[src/rtl/maquina_cafe_param.sv]
// Coffee machine sequencer: power-on, water check/refill, grind, tamp, per-cup extraction.
// Registered state, one transition per clock; no backpressure (abort cancels, fill timeout parks in ERRO).
module maquina_cafe_param #(
    parameter int GRIND_CYCLES   = 3,
    parameter int EXTRACT_CYCLES = 4,
    parameter int FILL_TIMEOUT   = 8,
    parameter int CUP_W          = 3,
    parameter int TMR_W          = 8
) (
    input  logic             clk,
    input  logic             rst,
    input  logic             start,
    input  logic [CUP_W-1:0] cups,
    input  logic             agua_ok,
    input  logic             abort,
    output logic [3:0]       state,
    output logic             busy,
    output logic             done,
    output logic [CUP_W-1:0] cups_done,
    output logic             error
);

    typedef enum logic [3:0] {
        IDLE                = 4'd1,
        LIGAR_MAQUINA       = 4'd2,
        VERIFICAR_AGUA      = 4'd3,
        ENCHER_RESERVATORIO = 4'd4,
        MOER_CAFE           = 4'd5,
        COLOCAR_NO_FILTRO   = 4'd6,
        PASSAR_AGITADOR     = 4'd7,
        TAMPEAR             = 4'd8,
        REALIZAR_EXTRACAO   = 4'd9,
        ERRO                = 4'd10
    } state_t;

    localparam logic [TMR_W-1:0] GRIND_LAST   = TMR_W'(GRIND_CYCLES - 1);
    localparam logic [TMR_W-1:0] EXTRACT_LAST = TMR_W'(EXTRACT_CYCLES - 1);
    localparam logic [TMR_W-1:0] FILL_LAST    = TMR_W'(FILL_TIMEOUT - 1);

    state_t           cur_state;
    state_t           next_state;
    logic [TMR_W-1:0] timer;
    logic [TMR_W-1:0] timer_nxt;
    logic [CUP_W-1:0] target;
    logic [CUP_W-1:0] target_nxt;
    logic [CUP_W-1:0] cups_done_nxt;
    logic             done_nxt;

    always_comb begin
        next_state    = cur_state;
        target_nxt    = target;
        cups_done_nxt = cups_done;
        done_nxt      = 1'b0;
        if (abort && cur_state != IDLE) begin
            next_state = IDLE;
        end else begin
            case (cur_state)
                IDLE: begin
                    if (start) begin
                        next_state    = LIGAR_MAQUINA;
                        target_nxt    = (cups == '0) ? CUP_W'(1) : cups;
                        cups_done_nxt = '0;
                    end
                end
                LIGAR_MAQUINA:  next_state = VERIFICAR_AGUA;
                VERIFICAR_AGUA: next_state = agua_ok ? MOER_CAFE : ENCHER_RESERVATORIO;
                ENCHER_RESERVATORIO: begin
                    if (agua_ok)
                        next_state = VERIFICAR_AGUA;
                    else if (timer == FILL_LAST)
                        next_state = ERRO;
                end
                MOER_CAFE: begin
                    if (timer == GRIND_LAST)
                        next_state = COLOCAR_NO_FILTRO;
                end
                COLOCAR_NO_FILTRO: next_state = PASSAR_AGITADOR;
                PASSAR_AGITADOR:   next_state = TAMPEAR;
                TAMPEAR:           next_state = REALIZAR_EXTRACAO;
                REALIZAR_EXTRACAO: begin
                    if (timer == EXTRACT_LAST) begin
                        cups_done_nxt = cups_done + CUP_W'(1);
                        if (cups_done_nxt == target) begin
                            next_state = IDLE;
                            done_nxt   = 1'b1;
                        end else begin
                            next_state = VERIFICAR_AGUA;
                        end
                    end
                end
                ERRO:    next_state = ERRO;
                default: next_state = IDLE;
            endcase
        end
        // Timer measures cycles spent in the current state; any state change restarts it.
        timer_nxt = (next_state == cur_state) ? timer + TMR_W'(1) : '0;
    end

    always_ff @(posedge clk) begin
        if (rst) begin
            cur_state <= IDLE;
            timer     <= '0;
            target    <= '0;
            cups_done <= '0;
            done      <= 1'b0;
        end else begin
            cur_state <= next_state;
            timer     <= timer_nxt;
            target    <= target_nxt;
            cups_done <= cups_done_nxt;
            done      <= done_nxt;
        end
    end

    assign state = cur_state;
    assign busy  = (cur_state >= LIGAR_MAQUINA) && (cur_state <= REALIZAR_EXTRACAO);
    assign error = (cur_state == ERRO);

endmodule

[config.mk]
export PLATFORM = sky130hd
export DESIGN_NAME = maquina_cafe_param
export DESIGN_NICKNAME = d
export VERILOG_FILES = /design/src/rtl/maquina_cafe_param.sv
export SDC_FILE = /design/constraint.sdc
export NUM_CORES = 1
export LEC_CHECK = 0
export CORE_ASPECT_RATIO = 0.75
export CORE_MARGIN = 3
export CORE_UTILIZATION = 26
export CTS_BUF_LIST = sky130_fd_sc_hd__clkbuf_16
export DETAILED_ROUTE_END_ITERATION = 10
export PLACE_DENSITY_LB_ADDON = 0.2
export SLEW_MARGIN = 20
export SYNTH_ARGS = -nofsm -noshare
export SYNTH_HDL_FRONTEND = slang
export SYNTH_SLANG_ARGS = --single-unit
[constraint.sdc]
create_clock -name clk -period 2.8 [get_ports clk]
set_input_delay 0.42 -clock clk [delete_from_list [all_inputs] [get_ports clk]]
set_output_delay 0.42 -clock clk [all_outputs]
set_load 0.1 [all_outputs]
## Word level (Yosys, flattened, before mapping)

Cells that the tools add are included.
W data, S select, Z words.

- Register bits after elaboration: 19
- Output and inout port bits: 10
- Word-level logic and storage cells: 53
- Input bits: 8

- Equality and inequality tests: 18
- $lt $le $gt $ge: 2
- $add $sub $neg: 2
- Reduce and logical (&&, ||, !) cells: 8
- Mux-type cells: 14
- Bitwise logic cells: 4

Operators with widths:

| kind | number |
|---|---|
| $pmux W4 S10 | 1 |
| $mux W4 | 6 |
| $eq A4 B3 Y1 const B | 4 |
| $eq A8 B2 Y1 const B | 2 |
| $eq A4 B4 Y1 const B | 3 |
| $mux W3 | 3 |
| $add A8 B1 Y8 const B | 1 |
| $eq A4 B2 Y1 const B | 2 |
| $eq A8 B3 Y1 const B | 1 |
| $pmux W3 S2 | 1 |
| $eq A4 B1 Y1 const B | 1 |
| $eq A4 B4 Y1 | 1 |
| $ge A4 B2 Y1 const B | 1 |
| $le A4 B4 Y1 const B | 1 |
| $ne A2 B2 Y1 const B | 2 |
| $ne A4 B1 Y1 const B | 1 |
| $not A1 Y1 | 4 |
| $reduce_and A4 Y1 | 1 |
| $reduce_or A4 Y1 | 1 |
| $add A3 B1 Y3 const B | 1 |
| $eq A3 B3 Y1 | 1 |
| $logic_not A3 Y1 | 1 |
| $reduce_and A3 Y1 | 1 |
| $logic_and A1 B1 Y1 | 2 |
| other kinds (4) | 5 |

## Logic depth before layout (Yosys ltp)

Gate-level depths: netlist (run 1).

- Word-level depth: 9
- Gate-level depth with buffers: 8
- Mapped depth without buffers: 7

## Worst setup path before layout (run 1)

No wires, ideal clock.

- Path kind: register to output
- From: reg cur_state[1] (netlist: state[1])
- To: out busy
- Stages on the path, launching flop included: 4
- Arrival: 2.966 ns
- Setup slack: -0.586 ns
- Required time: 2.380 ns
- Path through: dfxtp_1 -> buf_2 -> nor2_1 -> xnor2_1

- Word-level cells in the longest chain between the ends: 2
- Elaborated cells between the ends (all ways): 3
- Classes of those cells: 2 x order compare; 1 x reduce/logical

Ends and longest elaborated chain:

| what | line | source |
|---|---|---|
| start: declaration | 40 | `state_t cur_state;` |
| start signal: assignment | 107 | `cur_state <= next_state;` |
| $ge A4 B2 Y1 or $le A4 B4 Y1 (tied branches) | 116 | `assign busy = (cur_state >= LIGAR_MAQUINA) && (cur_state <= REALIZAR_EXTRACAO);` |
| $logic_and A1 B1 Y1 (*) | 116 |  |
| end: declaration | 17 | `output logic busy,` |

Mark *: on every way between the ends. The rest lies on a longest branch, timed or not.

## Worst setup path in the final report (run 1)

- From: reg cur_state[2] (netlist: state[2])
- To: reg timer[4]

- Word-level cells in the longest chain between the ends: 7
- Elaborated cells between the ends (all ways): 22
- Classes of those cells: 12 x eq/ne; 7 x mux; 1 x bitwise; 2 x reduce/logical

Ends and longest elaborated chain:

| what | line | source |
|---|---|---|
| $mux W4 | 70 | `else if (timer == FILL_LAST)` |
| $mux W4 | 68 | `if (agua_ok)` |
| $pmux W4 S10 | 57 | `case (cur_state)` |
| $mux W4 | 54 | `if (abort && cur_state != IDLE) begin` |
| $eq A4 B4 Y1 (*) | 96 | `timer_nxt = (next_state == cur_state) ? timer + TMR_W'(1) : '0;` |
| $not A1 Y1 (no line) (*) | -- |  |
| $reduce_or A2 Y1 (no line) (*) | -- |  |
| end signal: assignment | 108 | `timer <= timer_nxt;` |
| end: declaration | 42 | `logic [TMR_W-1:0] timer;` |

Marked as above.
A chain may end at the register's enable or synchronous reset.

==> results.yml, run 1 <==
place:
  dp_hpwl_um: 2300
  gp_congestion: 0.812
  io_buffers: 17
  dpl_cell_area_mm2: 0.00148
synth:
  ys_seq_area_share_pct: 29.6
  synth_area_leader_cell: "dfxtp_1"
  avgSynthCellArea_um2: 8.79
  yosys_warnings: 0
  yosys-top-cells-area: "dfxtp_1, nor3_1, a21oi_1, nand3_1, xor2_1"
  syn-cell-area_mm2: 0.00128
  synthFlopType: "dfxtp_1"
  synthCells: 146
  synth-async-reset-ratio_pct: 0
  synth-seq-cells: 19
  ys_types: 48
  synth_top_area_share_pct: 29.6
  syn_nets: 157
  synth_edf_count: 0
setup_path:
  worstSetupPathType: "flop to flop"
  max_stage_delay_ns: 0.75
  rr_worst_depth: 5
  start_kind: "flop"
  slowest_stage: "dfxtp_1"
  required_ns: 2.97
  crit_path_end_kind: "flop"
  crit_fanout: 20
  arrival_ns: 2.53
  path_cells: "nor2_1, o31ai_1, or3_1, o2111ai_4, nor3_1"
pwr:
  p_per_area_mw_per_mm2: 823
  p_leak_nw: 0.581
  vdd_drop_max_uv: 340
floorplanning:
  start_util_pct: 27.9
  dieWidth_um: 87.1
  dieArea_mm2: 0.00583
  num_rows: 21
  ios: 18
  die_y_um: 66.9
  coreArea_mm2: 0.00460
detailed_routing:
  firstDrtPassIters: 4
  via_per_inst: 5.04
  drc: 0
  wl_per_cell_um: 13.8
  vias: 1098
  detail-route-antenna-nets: 0
  wl_um: 3020
  detail_route.iter0.violations: 47
finish:
  antenna_cells: 0
  stdcell_area_mm2: 0.00156
  layout-drive-gt1-share_pct: 19.3
  area_growth_syn_to_layout_pct: 21.4
  num-nets-final: 173
  final_common_cell: "dfxtp_1"
  final_cell_mix: "dfxtp_1, nor3_1, buf_4"
cts:
  clk-insertion-delay-late_ns: 0.25
  cts.sinks: 19
  path_clk_slew_ns: 0.05
  cts_hold_buf: 0
  htreeDepth: 1
  root_buffer: "clkbuf_16"
  tritoncts: "done"
  cts_setup_buffers: 0
  cts-resized-gates: 0
  clockBufferDepth: 2
  numCtsBuffers: 3
grt:
  grt_pass1_vias: 1061
  grt_remaining_overflow: 0
  antenna_found_initial: 0
  grt_max_degree: 22
  grt_usage_pct: 11.2
  grt_pass1_wl_um: 5050
run_status:
  status: "finished, final reports clean"
timing:
  fmax_ghz: 0.424
  period_needed_ns: 2.36
  finalSetupTns_ns: 0
  post-route-period-util_pct: 84.3
  drv_slew: 0
  setup_violations: 0
  rsz0062_at_grt: "false"
  finalHoldViolCount: 0
  maxSlewHeadroom_pct: 54.5
  finClkSkew_ns: 0.00376
  tightest_slew_ns: 0.681
flow_run:
  maxCapViolCount: 0
hold_path:
  hp-class: "flop to flop"
  hold_path_depth: 2
per-stage QoR:
step	power [mW]	util [%]	hold WS [ns]	cells	setup WS [ns]
after global placement	0.992	32.2	0.458	214	0.429
after CTS	1.29	33.9	0.472	218	0.438
after detailed placement	0.997	32.2	0.465	214	0.365
final	1.28	33.9	0.475	218	0.440
after global routing	1.37	33.9	0.510	218	0.199
after floorplan	0.872	-	0.437	146	0.0322
registers in the layout, summed over array words and instances (netlist names):
name	count
cups_done	3
done	1
state	4
target	3
timer	8
kinds of logic (layout without fill, tap and decap cells):
| family | count (synthesis) | after routing | share of synthesized area (%) |
|---|---|---|---|
| xor+xnor | 11 | 11 | 9.26 |
| fa+ha+maj | 3 | 3 | 2.92 |
| mux | 3 | 3 | 2.53 |
| simple gates | 67 | 67 | 30.9 |
| compound gates | 31 | 31 | 20.1 |
| flops | 19 | 19 | 29.6 |
| buf+inv | 12 | 27 | 4.68 |
power by group:
part	internal (mW)	switching, mW
Combinational	0.235	0.382
Clock	0.190	0.102
Sequential	0.303	0.0727
worst max-delay path: cells and delay by family, from the launching register on:
| kind | cells | cell delay (ns) |
|---|---|---|
| simple gates | 3 | 0.72 |
| compound gates | 2 | 0.80 |
| flops | 1 | 0.75 |
layer usage:
metal / share of wire, % / track usage, %
met1: 54 / 16.5
met2: 40 / 15.7
met3: 3.8 / 1.24
met4: 1.8 / 6.32
met5: 0 / 0
cells in the mapped netlist, types with 3 or more instances:
| cell type | number |
|---|---|
| a21o_1 | 3 |
| a21oi_1 | 10 |
| and3_1 | 3 |
| buf_2 | 6 |
| dfxtp_1 | 19 |
| ha_1 | 3 |
| inv_1 | 4 |
| nand2_1 | 8 |
| nand2b_1 | 5 |
| nand3_1 | 10 |
| nor2_1 | 8 |
| nor3_1 | 15 |
| xnor2_1 | 4 |
| xor2_1 | 5 |
final timing paths:
| path | from | endpoint | slack [ns] |
|---|---|---|---|
| hold reg to reg | target[2] | target[2] | 0.48 |
| setup / recovery | state[2] | timer[4] | 0.44 |
| hold / removal | target[2] | target[2] | 0.48 |
| setup reg to reg | state[2] | timer[4] | 0.44 |
cell type report:
cell class / count / area [µm²]
repair buffers: 19 / 160
flip-flops and latches: 19 / 383
multi-input cells: 115 / 851
fillers: 465 / 3040
well taps: 57 / 71.3
inverters: 4 / 15.0
clock inverters: 1 / 3.75
clock buffers: 3 / 75.1
No activity file was read; power rests on OpenSTA's default activity.
==> inputs of run 2 (changes only) <==
==> constraint.sdc (replaced) <==
create_clock -name clk -period 2.35 [get_ports clk]
set_input_delay 0.3525 -clock clk [delete_from_list [all_inputs] [get_ports clk]]
set_output_delay 0.3525 -clock clk [all_outputs]
set_load 0.1 [all_outputs]
==> results.yml, run 2 (same netlist as run 1, synthesis figures left out) <==
floorplanning:
  coreArea_mm2: 0.00460
  num_rows: 21
  dieArea_mm2: 0.00583
  start_util_pct: 27.9
  die_y_um: 66.9
  dieWidth_um: 87.1
  ios: 18
timing:
  finalSetupTns_ns: 0
  fmax_ghz: 0.474
  post-route-period-util_pct: 89.8
  period_needed_ns: 2.11
  hold_ws_ns: 0.468
  tightest_slew_ns: 0.456
  setup_violations: 0
  finalHoldViolCount: 0
  maxSlewHeadroom_pct: 69.3
  drv_slew: 0
  finalWorstSetupSlack_ns: 0.239
  rsz0062_at_grt: "false"
  finClkSkew_ns: 0.00719
pwr:
  netSwitchingFraction_pct: 42.8
  vdd_drop_max_uv: 557
  clkPwrFrac_pct: 22.4
  p_int_mw: 0.910
  p_switching_mw: 0.682
  power_frac_comb_pct: 49.0
  p_per_area_mw_per_mm2: 977
  seq_power_share_pct: 28.6
  p_leak_nw: 0.606
finish:
  layout-drive-gt1-share_pct: 25.9
  largest_reg_flops: 8
  antenna_cells: 0
  final_cell_mix: "buf_4, nor3_1, dfxtp_1"
  final_common_cell: "buf_4"
  num-nets-final: 178
  area_growth_syn_to_layout_pct: 26.9
  layoutNonFillerInstCount: 223
  top_register: "timer"
  stdcell_area_mm2: 0.00163
setup_path:
  crit_path_end_kind: "flop"
  r2r_end: "timer[0]"
  crit_start: "cups_done[0]"
  rr_worst_depth: 7
  start_kind: "flop"
  required_ns: 2.52
  reg2reg_slack_ns: 0.24
  crit_fanout: 8
  reg2reg_from: "cups_done[0]"
  arrival_ns: 2.28
  worstSetupPathType: "flop to flop"
detailed_routing:
  detail_route.iter0.violations: 45
  detail-route-antenna-nets: 0
  via_per_inst: 5.15
  vias: 1149
  wl_um: 3310
  wl_per_cell_um: 14.8
  firstDrtPassIters: 4
  drc: 0
cts:
  cts_hold_buf: 0
  tritoncts: "done"
  root_buffer: "clkbuf_16"
  clk-insertion-delay-late_ns: 0.25
  numCtsBuffers: 3
  path_clk_slew_ns: 0.06
  clockBufferDepth: 2
  htreeDepth: 1
  cts.sinks: 19
run_status:
  status: "finished, final reports clean"
flow_run:
  maxCapViolCount: 0
place:
  dp_cells: 219
  io_buffers: 17
  gp_congestion: 0.800
  dp_hpwl_um: 2500
  dpl_cell_area_mm2: 0.00155
  place_ws_ns: 0.0397
grt:
  grt_max_degree: 22
  grt_pass1_wl_um: 5560
  grt_pass1_vias: 1116
  antenna_found_initial: 0
  grt_usage_pct: 12.3
  grt_remaining_overflow: 0
hold_path:
  hold_path_depth: 2
  hp-class: "flop to flop"
  hold_start: "target[2]"
  worstHoldEndpoint: "target[2]"
run 2: final cells by class:
type                    count  area [µm²]
clock buffers               3        75.1
repair buffers             24         210
flip-flops and latches     19         394
well taps                  57        71.3
inverters                   4        15.0
fillers                   454        2970
clock inverters             1        5.00
multi-input cells         115         858
run 2: timing repair:
item	in CTS	in global routing
setup buffers	0	0
hold endpoints to repair	0	0
gates resized for setup	0	1
endpoints found under the setup margin	0	3
run 2: through the flow:
step | util [%] | total power [mW]
after floorplan | - | 1.04
after global routing | 35.4 | 1.69
after global placement | 33.6 | 1.23
final | 35.4 | 1.59
after CTS | 35.3 | 1.60
after detailed placement | 33.6 | 1.24
run 2: critical path, cell delays in order (launching register included):
cell and delay, ns:
dfxtp_2 0.34, ha_1 0.33, xor2_1 0.15, nor3_1 0.25, nor3_1 0.11, o31ai_1 0.42, xnor2_2 0.21, nor3_1 0.22
run 2: layer usage:
layer	routed length (µm)	track usage [%]	part of all wire, %	vias up
met5	0	0	0	-
met4	0	2.87	0	0
met3	123	2.60	3.7	0
met2	1450	17.8	44	23
met1	1730	18.2	52	548
li1	-	-	-	578
run 2: worst max-delay path by stage:
stage	endpoint	slack [ns]	cells after the start
floorplan	timer[2]	0.04	6
global placement	timer[0]	0.13	7
detailed placement	timer[3]	0.04	7
CTS	timer[3]	0.16	6
global route	timer[3]	0.04	6
finish	timer[0]	0.24	7
run 2: power by group through the flow:
| stage | Clock (mW) | Combinational, mW | Sequential (mW) |
|---|---|---|---|
| 6_report | 0.356 | 0.781 | 0.455 |
| 5_1_grt | 0.383 | 0.845 | 0.464 |
| 3_5_place_dp | 0 | 0.776 | 0.461 |
| 2_1_floorplan | 0 | 0.537 | 0.506 |
| 4_1_cts | 0.366 | 0.780 | 0.453 |
| 3_3_place_gp | 0 | 0.768 | 0.458 |
==> inputs of run 3 (changes only) <==
--- a/config.mk
+++ b/config.mk
@@ -6,7 +6,6 @@
 export NUM_CORES = 1
 export LEC_CHECK = 0
 export CORE_ASPECT_RATIO = 0.75
-export CORE_MARGIN = 3
 export CORE_UTILIZATION = 26
 export CTS_BUF_LIST = sky130_fd_sc_hd__clkbuf_16
 export DETAILED_ROUTE_END_ITERATION = 10
==> results.yml, run 3 (same netlist as run 1, synthesis figures left out) <==
run_status:
  status: "finished, final reports clean"
setup_path:
  crit_path_end_kind: "flop"
  crit_fanout: 8
  required_ns: 2.52
  start_kind: "flop"
  worstSetupPathType: "flop to flop"
  arrival_ns: 2.35
place:
  dpl_cell_area_mm2: 0.00155
  place_ws_ns: 0.0272
  io_buffers: 17
  dp_cells: 220
  gp_congestion: 0.800
  dp_hpwl_um: 2370
floorplanning:
  num_rows: 21
  coreArea_mm2: 0.00460
  ios: 18
  start_util_pct: 27.9
  dieArea_mm2: 0.00523
  die_y_um: 62.9
  dieWidth_um: 83.1
detailed_routing:
  wl_per_cell_um: 14.0
  wl_um: 3160
  m1WireLength_um: 1570
  top_layer_used: "met4"
  drc: 0
  detail_route.iter0.violations: 152
  firstDrtPassIters: 4
  vias: 1191
  wl_met2_um: 1340
  wl_met3_um: 189
  detail-route-antenna-nets: 0
  via_per_inst: 5.29
grt:
  grt_remaining_overflow: 0
  grt_pass1_wl_um: 5390
  grt_pass1_vias: 1147
  grt_max_degree: 22
  grt_usage_pct: 12.7
  antenna_found_initial: 0
pwr:
  vdd_drop_max_uv: 644
  p_per_area_mw_per_mm2: 979
  p_leak_nw: 0.621
  finalPower_mw: 1.60
timing:
  fmax_ghz: 0.460
  maxSlewHeadroom_pct: 69.6
  finalSetupTns_ns: 0
  finalWorstSetupSlack_ns: 0.174
  finalHoldViolCount: 0
  setup_violations: 0
  period_needed_ns: 2.18
  tightest_slew_ns: 0.451
  rsz0062_at_grt: "false"
  hold_ws_ns: 0.476
  post-route-period-util_pct: 92.6
  finClkSkew_ns: 0.00220
  drv_slew: 0
finish:
  area_growth_syn_to_layout_pct: 27.7
  final_cell_mix: "buf_4, nor3_1, dfxtp_1"
  num-nets-final: 180
  final_common_cell: "buf_4"
  antenna_cells: 0
  utilization_pct: 35.6
  layoutNonFillerInstCount: 225
  stdcell_area_mm2: 0.00164
  layout-drive-gt1-share_pct: 25.6
  top_register: "timer"
  largest_reg_flops: 8
cts:
  cts.sinks: 19
  clk-insertion-delay-late_ns: 0.25
  cts_hold_buf: 0
  clockBufferDepth: 2
  htreeDepth: 1
  tritoncts: "done"
  root_buffer: "clkbuf_16"
  numCtsBuffers: 3
  path_clk_slew_ns: 0.05
  cts-resized-gates: 0
hold_path:
  hp-class: "flop to flop"
flow_run:
  maxCapViolCount: 0
-- run 3: cell count changes in the layout (fill, tap and decap cells not counted) --
cell	previous run	this run
buf_4	16	18
inv_1	4	5
mux2i_1	0	1
mux2i_2	1	0
clkinv_2	1	0
-- run 3: layout make-up --
class                           count  area [µm²]
Fill cell                         476        2960
Clock buffer                        3        75.1
Tap cell                           57        71.3
Sequential cell                    19         394
Timing Repair Buffer               26         225
Clock inverter                      1        3.75
Multi-Input combinational cell    115         855
Inverter                            4        15.0
-- run 3: layer usage --
| layer | up-vias | global-route usage, % |
|---|---|---|
| met5 | - | 0 |
| met4 | 0 | 5.82 |
| met3 | 6 | 1.32 |
| met2 | 43 | 18.4 |
| met1 | 553 | 18.6 |
| li1 | 589 | - |
-- run 3: critical path, cell delays in order (launching register included) --
cell	delay, ns
dfxtp_2	0.34
ha_1	0.33
xor2_1	0.15
nor3_1	0.23
nor3_1	0.12
o31ai_1	0.44
xnor2_2	0.12
buf_4	0.18
nor3_1	0.18
-- run 3: path summary, 6_finish.rpt --
kind                              startpoint   endpoint  slack, ns  cells past startpoint
worst max-delay path            cups_done[0]   timer[2]       0.17                      8
worst min-delay path               target[2]  target[2]       0.48                      2
worst max register to register  cups_done[0]   timer[2]       0.17                      8
worst min register to register     target[2]  target[2]       0.48                      2
-- run 3: where the power goes --
part / switching, mW / leakage, nW / internal, mW / total [mW]
Combinational: 0.485 / 0.421 / 0.335 / 0.820
Clock: 0.116 / 0.0423 / 0.226 / 0.342
Sequential: 0.0786 / 0.157 / 0.364 / 0.442
-- run 3: timing repair --
action,CTS,global route
buffers inserted,0,1
hold endpoints to repair,0,0
endpoints found under the setup margin,0,2
